<file path="src/rtl/axis_eth_fcs_strip_check.sv">
// rtl/axis_eth_fcs_strip_check.sv - strips the 4-byte Ethernet FCS from an 8-bit stream and flags CRC-32 mismatches
module axis_eth_fcs_strip_check #(
  parameter logic USER_BAD_FRAME_VALUE = 1'b1
) (
  input  logic       clk,
  input  logic       rst,
  input  logic [7:0] s_axis_tdata,
  input  logic       s_axis_tvalid,
  output logic       s_axis_tready,
  input  logic       s_axis_tlast,
  input  logic       s_axis_tuser,
  output logic [7:0] m_axis_tdata,
  output logic       m_axis_tvalid,
  input  logic       m_axis_tready,
  output logic       m_axis_tlast,
  output logic       m_axis_tuser,
  output logic       error_bad_fcs,
  output logic       error_short_frame
);

  localparam logic [31:0] POLY_REFL = 32'hEDB88320;  // 32'h04C11DB7 bit-reversed

  function automatic logic [31:0] crc_step(input logic [31:0] c, input logic [7:0] d);
    logic [31:0] r;
    r = c;
    for (int i = 0; i < 8; i++) begin
      r = (r[0] ^ d[i]) ? ((r >> 1) ^ POLY_REFL) : (r >> 1);
    end
    return r;
  endfunction

  // dl[3] is the oldest byte, dl[0] the newest
  logic [3:0][7:0] dl;
  logic [2:0]      count;
  logic [31:0]     crc_state;
  logic            user_latch;

  logic        accept;
  logic        full;
  logic [31:0] crc_next;
  logic [31:0] rx_fcs;
  logic        fcs_mismatch;
  logic        frame_bad;

  assign s_axis_tready = m_axis_tready | ~m_axis_tvalid;
  assign accept        = s_axis_tvalid & s_axis_tready;
  assign full          = (count == 3'd4);
  assign crc_next      = crc_step(crc_state, dl[3]);
  // On the last beat the three buffered FCS bytes plus the incoming one form the received FCS
  assign rx_fcs        = {s_axis_tdata, dl[0], dl[1], dl[2]};
  assign fcs_mismatch  = (~crc_next != rx_fcs);
  assign frame_bad     = fcs_mismatch | s_axis_tuser | user_latch;

  always_ff @(posedge clk) begin
    if (rst) begin
      dl                <= '0;
      count             <= 3'd0;
      crc_state         <= 32'hFFFFFFFF;
      user_latch        <= 1'b0;
      m_axis_tdata      <= 8'd0;
      m_axis_tvalid     <= 1'b0;
      m_axis_tlast      <= 1'b0;
      m_axis_tuser      <= 1'b0;
      error_bad_fcs     <= 1'b0;
      error_short_frame <= 1'b0;
    end else begin
      error_bad_fcs     <= 1'b0;
      error_short_frame <= 1'b0;
      if (m_axis_tvalid && m_axis_tready) begin
        m_axis_tvalid <= 1'b0;
      end
      if (accept) begin
        dl <= {dl[2:0], s_axis_tdata};
        if (full) begin
          m_axis_tvalid <= 1'b1;
          m_axis_tdata  <= dl[3];
          m_axis_tlast  <= s_axis_tlast;
          m_axis_tuser  <= s_axis_tlast ? (frame_bad ? USER_BAD_FRAME_VALUE : ~USER_BAD_FRAME_VALUE)
                                        : 1'b0;
        end
        if (s_axis_tlast) begin
          count      <= 3'd0;
          crc_state  <= 32'hFFFFFFFF;
          user_latch <= 1'b0;
          if (full) begin
            error_bad_fcs <= fcs_mismatch;
          end else begin
            error_short_frame <= 1'b1;
          end
        end else begin
          if (full) begin
            crc_state <= crc_next;
          end else begin
            count <= count + 3'd1;
          end
          if (s_axis_tuser) begin
            user_latch <= 1'b1;
          end
        end
      end
    end
  end

endmodule

</file>
<file path="config.mk">
export PLATFORM = sky130hd
export DESIGN_NAME = axis_eth_fcs_strip_check
export DESIGN_NICKNAME = d
export VERILOG_FILES = /design/src/rtl/axis_eth_fcs_strip_check.sv
export SDC_FILE = /design/constraint.sdc
export NUM_CORES = 1
export LEC_CHECK = 0
export CORE_AREA = 2 2 87 89
export CTS_CLUSTER_DIAMETER = 100
export DETAILED_ROUTE_END_ITERATION = 16
export DIE_AREA = 0 0 89 91
export PLACE_DENSITY = 0.91
export RECOVER_POWER = 25
export SLEW_MARGIN = 20
export SYNTH_ARGS = -nofsm -noshare
export SYNTH_HDL_FRONTEND = slang
export SYNTH_SLANG_ARGS = --single-unit
</file>
<file path="constraint.sdc">
create_clock -name clk -period 4.2 [get_ports clk]
set_clock_uncertainty 0.05 [all_clocks]
set_input_delay 0.84 -clock clk [delete_from_list [all_inputs] [get_ports clk]]
set_output_delay 0.84 -clock clk [all_outputs]
set_load 0.05 [all_outputs]
</file>
* Word level (Yosys, flattened, before mapping)
Cells that the tools add are included.
** Cells by class
- Add/subtract/negate cells :: 1
- Equality and inequality tests :: 3
- Multiplexer cells :: 20
- Bitwise operators :: 25
- Reduce and logical (&&, ||, !) cells :: 9
** Operators with widths (count)
- $mux W32 :: 10
- $not A13 Y14 :: 8
- $ne A32 B32 Y1 :: 1
- $not A32 Y32 :: 1
- $mux W1 :: 8
- $reduce_and A2 Y1 :: 4
- $xor A1 B1 Y1 :: 8
- $mux W3 :: 2
- $not A1 Y1 :: 4
- $reduce_bool A2 Y1 :: 2
- $reduce_or A4 Y1 :: 1
- $add A3 B1 Y3 const B :: 1
- $eq A3 B3 Y1 const B :: 1
- $or A1 B1 Y1 :: 3
- $reduce_or A3 Y1 :: 1
- $ne A2 B2 Y1 const B :: 1
- $and A1 B1 Y1 :: 1
- $logic_and A1 B1 Y1 :: 1
** Storage, ports and cells
- Register bits :: 81
- Input port bits :: 14
- Output and inout port bits :: 14
- Word-level logic and storage cells :: 71

* Depth between registers and ports, before layout
- Depth in word-level cells :: 22
- Depth in mapped cells :: 9
- Gate-level depth less buffers :: 9

* Least setup slack after synthesis
No wires, ideal clock.
- Kind :: input -> register
- From :: in m_axis_tready
- To :: reg crc_state[12]
- Setup time :: 141 ps
- Data arrival time :: 2456 ps
- Required time :: 4009 ps
- Path slack :: 1552 ps
- Stages on the path :: 6
- Buffers on the path :: 2
- Cell sequence :: nand2b_1 and2_1 clkbuf_1 a21oi_1 clkbuf_1 o211ai_1
** Between the ends
- Cells in the longest elaborated chain, start to end :: 3
** RTL lines
- start: declaration :: RTL line 14 : input logic m_axis_tready,
- $or A1 B1 Y1 :: RTL line 45 : assign s_axis_tready = m_axis_tready | ~m_axis_tvalid;
- $and A1 B1 Y1 :: RTL line 46 : assign accept = s_axis_tvalid & s_axis_tready;
- $reduce_and A2 Y1 (no source line)
- end signal: assignment :: RTL line 92 : crc_state <= crc_next;
- end: declaration :: RTL line 35 : logic [31:0] crc_state;
No other way between the ends.
A chain may end at the register's enable or synchronous reset.

* Worst setup path in the final report
- From :: in m_axis_tready
- To :: reg count[0]
** Between the ends
- Cells in the longest elaborated chain, start to end :: 3
** RTL lines
- $or A1 B1 Y1 :: RTL line 45
- $and A1 B1 Y1 :: RTL line 46
- $reduce_and A2 Y1 (no source line)
- end signal: assignment :: RTL line 94 : count <= count + 3'd1;
- end: declaration :: RTL line 34 : logic [2:0] count;
No other way between the ends.

==> results.toml <==
[outcome]
status = "complete, but fails checks"
failed_checks = "capacitance limit, slew limit"

[timing]
setup_violations = 0
finalHoldViolCount = 0
finalCriticalPeriod_ps = 3370
slew_headroom_pct = -11.8
rsz0062_at_grt = "false"
worst_pin_slew_ps = 1680
post-route-period-util_pct = 80.3
max_clock_freq_mhz = 296
fin_tns_setup_ps = 0
finalMaxSlewViolations = 38

[clock_network]
cts.sinks = 81
clkSlewWorstSetupHoldPaths_ps = 90
clock_latency_ps = 360
cts_made_buffers = 9
cts_hold_buf = 0
cts_max_level = 3
cts.path.max_buffers = 2
cts-resized-gates = 0
cts_tree = "built"
post_cts_buffers = 0
clockRootBuffer = "clkbuf_8"

[pwr]
power_density_mw_per_mm2 = 308
leakagePower_nw = 1.94
vdd_ir_drop_max_mv = 0.233

[min_path]
hold_path_end = "m_axis_tdata[3]"
hp-class = "reg2reg"
holdPathStages = 2
hold_path_startpoint = "m_axis_tdata[3]"

[global_route]
antenna_found_initial = 0
groute.usage.overall_pct = 26.7
grt_pass1_vias = 3366
gr-total-overflow = 0
grt_max_degree = 50
grt_first_pass_wirelength_um = 16700

[setup_path]
critPathLaunchType = "primary input"
ff2ff_path_depth = 9
worstPathRequired_ps = 4440
reg2reg_slack_ps = 1210
endpoint_kind = "register"
rr_startpoint = "dl[29]"
crit_fanout = 37
cp.arrival_ps = 3620
path_class = "in2reg"
r2r-end = "m_axis_tuser"

[logic_synthesis]
synthTopCellsByCount = "nand2_1 (126), dfxtp_1 (81), xnor2_1 (53)"
ys_warn_count = 0
seq_area_frac_synth_pct = 36.7
yosysUniqueCellTypes = 38
synth_edf_count = 0
netlist_area_mm2 = 0.00442
async_reset_ff_share_pct = 0
synth_top_area_cell = "dfxtp_1"
synth_most_common_cell = "nand2_1"
ys.flop_type = "dfxtp_1"
netlist_instances = 479
synth_top_area_share_pct = 36.7
synth_nets = 495
synth_seq_cells = 81
postSynthAreaPerCell_um2 = 9.23
synthTopCellsByArea = "dfxtp_1 (37%), nand2_1 (11%), xnor2_1 (10%)"

[cells_and_area]
antennaDiodeCount = 0
utilization_pct = 69.8
nets = 514
drive_above_1_share_pct = 8.55
syn_to_final_growth_pct = 12.6

[die]
dieHeight_um = 91
io_pins = 28
fp-row-count = 31
die_w_um = 89
die_area_mm2 = 0.00810
core_mm2 = 0.00714
start_util_pct = 62.0

[detailed_routing]
post_drt_wl_per_cell_um = 16.8
avgViaCountPerCell = 5.68
first_pass_iters = 5
drc_errors = 0
vias = 3420
routed_wl_um = 10100
drt_iter0_markers = 296
final_antenna_net_count = 0

[placed_design]
dp_hpwl_um = 6990
routabilityCongestion = 0.912
portBuffers = 27

[run]
drv_cap = 1
[metrics by stage]
| stage | instance area (um2) | std cells | hold slack, ps | setup WS [ps] | total power (W) |
|---|---|---|---|---|---|
| floorplan | 4420 | 479 | 396 | 1550 | 0.000885 |
| CTS | 4980 | 602 | 417 | 1050 | 0.00154 |
| global route | 4980 | 602 | 441 | 580 | 0.00157 |
| global placement | 4770 | 586 | 396 | 1050 | 0.000919 |
| detailed placement | 4770 | 586 | 405 | 1060 | 0.000923 |
| finish | 4980 | 602 | 417 | 826 | 0.00154 |
[how the worst max path moves through the flow]
stage                        startpoint             to  slack (ps)  cells after the start
after floorplan           m_axis_tready  crc_state[12]        1550                      6
after global placement    m_axis_tready  s_axis_tready        1050                      3
after detailed placement  m_axis_tready  s_axis_tready        1060                      3
after CTS                 m_axis_tready  s_axis_tready        1050                      3
after global routing      m_axis_tready       count[0]         580                     10
final                     m_axis_tready       count[0]         830                     10
[layout by cell type, fill, tap and decap left out, drive strengths merged]
cell	count
nand2	126
dfxtp	81
xnor2	67
a21oi	48
xor2	30
o211ai	28
clkdlybuf4s50	25
nor2	11
xnor3	11
nand3	11
clkbuf	11
mux2i	6
and2	6
inv	5
buf	5
or3	4
a31oi	2
nor4	2
nor3b	2
ha	2
bufinv	2
clkinv	2
nand2b	1
xor3	1
a2111oi	1
and3	1
a2111o	1
a211oi	1
o22ai	1
nand4	1
a211o	1
o41ai	1
nand3b	1
o21a	1
nor3	1
nor2b	1
clkinvlp	1
dlygate4sd3	1
[state kept, by name (all words and copies together) (netlist names)]
register,count
dl,32
crc_state,32
error_short_frame,1
count,3
m_axis_tuser,1
m_axis_tdata,8
m_axis_tvalid,1
user_latch,1
m_axis_tlast,1
error_bad_fcs,1
[power breakdown]
group / internal (W) / switching [W]
Combinational: 0.0000500 / 0.0000684
Sequential: 0.000777 / 0.0000115
Clock: 0.000337 / 0.000291
Total: 0.00116 / 0.000371
[worst max-delay path: stages]
cell           delay, ps
dlygate4sd3_1        520
nand2b_1             150
and2_0               200
clkbuf_1            1230
nand2_1              210
nor2_1               170
a31oi_1               60
nor2_1               100
a21oi_1               50
nor2_1               100
[kinds of logic (layout without fill, tap and decap cells)]
family                   count (synthesis)  count (layout)  synth area share, %
buffers and inverters                   28              52                 2.40
multiplexers                             6               6                 1.36
AO/OA/AOI/OAI                           85              85                 12.5
adder cells (fa/ha/maj)                  2               2                0.566
flip-flops                              81              81                 36.7
XOR/XNOR                               109             109                 30.7
AND/OR/NAND/NOR                        168             168                 15.8
[area by class of cell]
class | count | area [um2]
Fill cell | 514 | 2160
Multi-Input combinational cell | 370 | 2700
Timing Repair Buffer | 32 | 299
Tap cell | 99 | 124
Inverter | 4 | 15.0
Clock buffer | 10 | 128
Clock inverter | 6 | 90.1
Sequential cell | 81 | 1620
[routing by layer]
metal | wire length (um) | up-vias | GRT usage [%]
li1 | - | 1631 | -
met1 | 4190 | 1630 | 35.2
met2 | 5020 | 129 | 42.8
met3 | 624 | 30 | 4.55
met4 | 297 | 0 | 11.3
met5 | 0 | - | 0
Power figures use the tool's default switching activity.
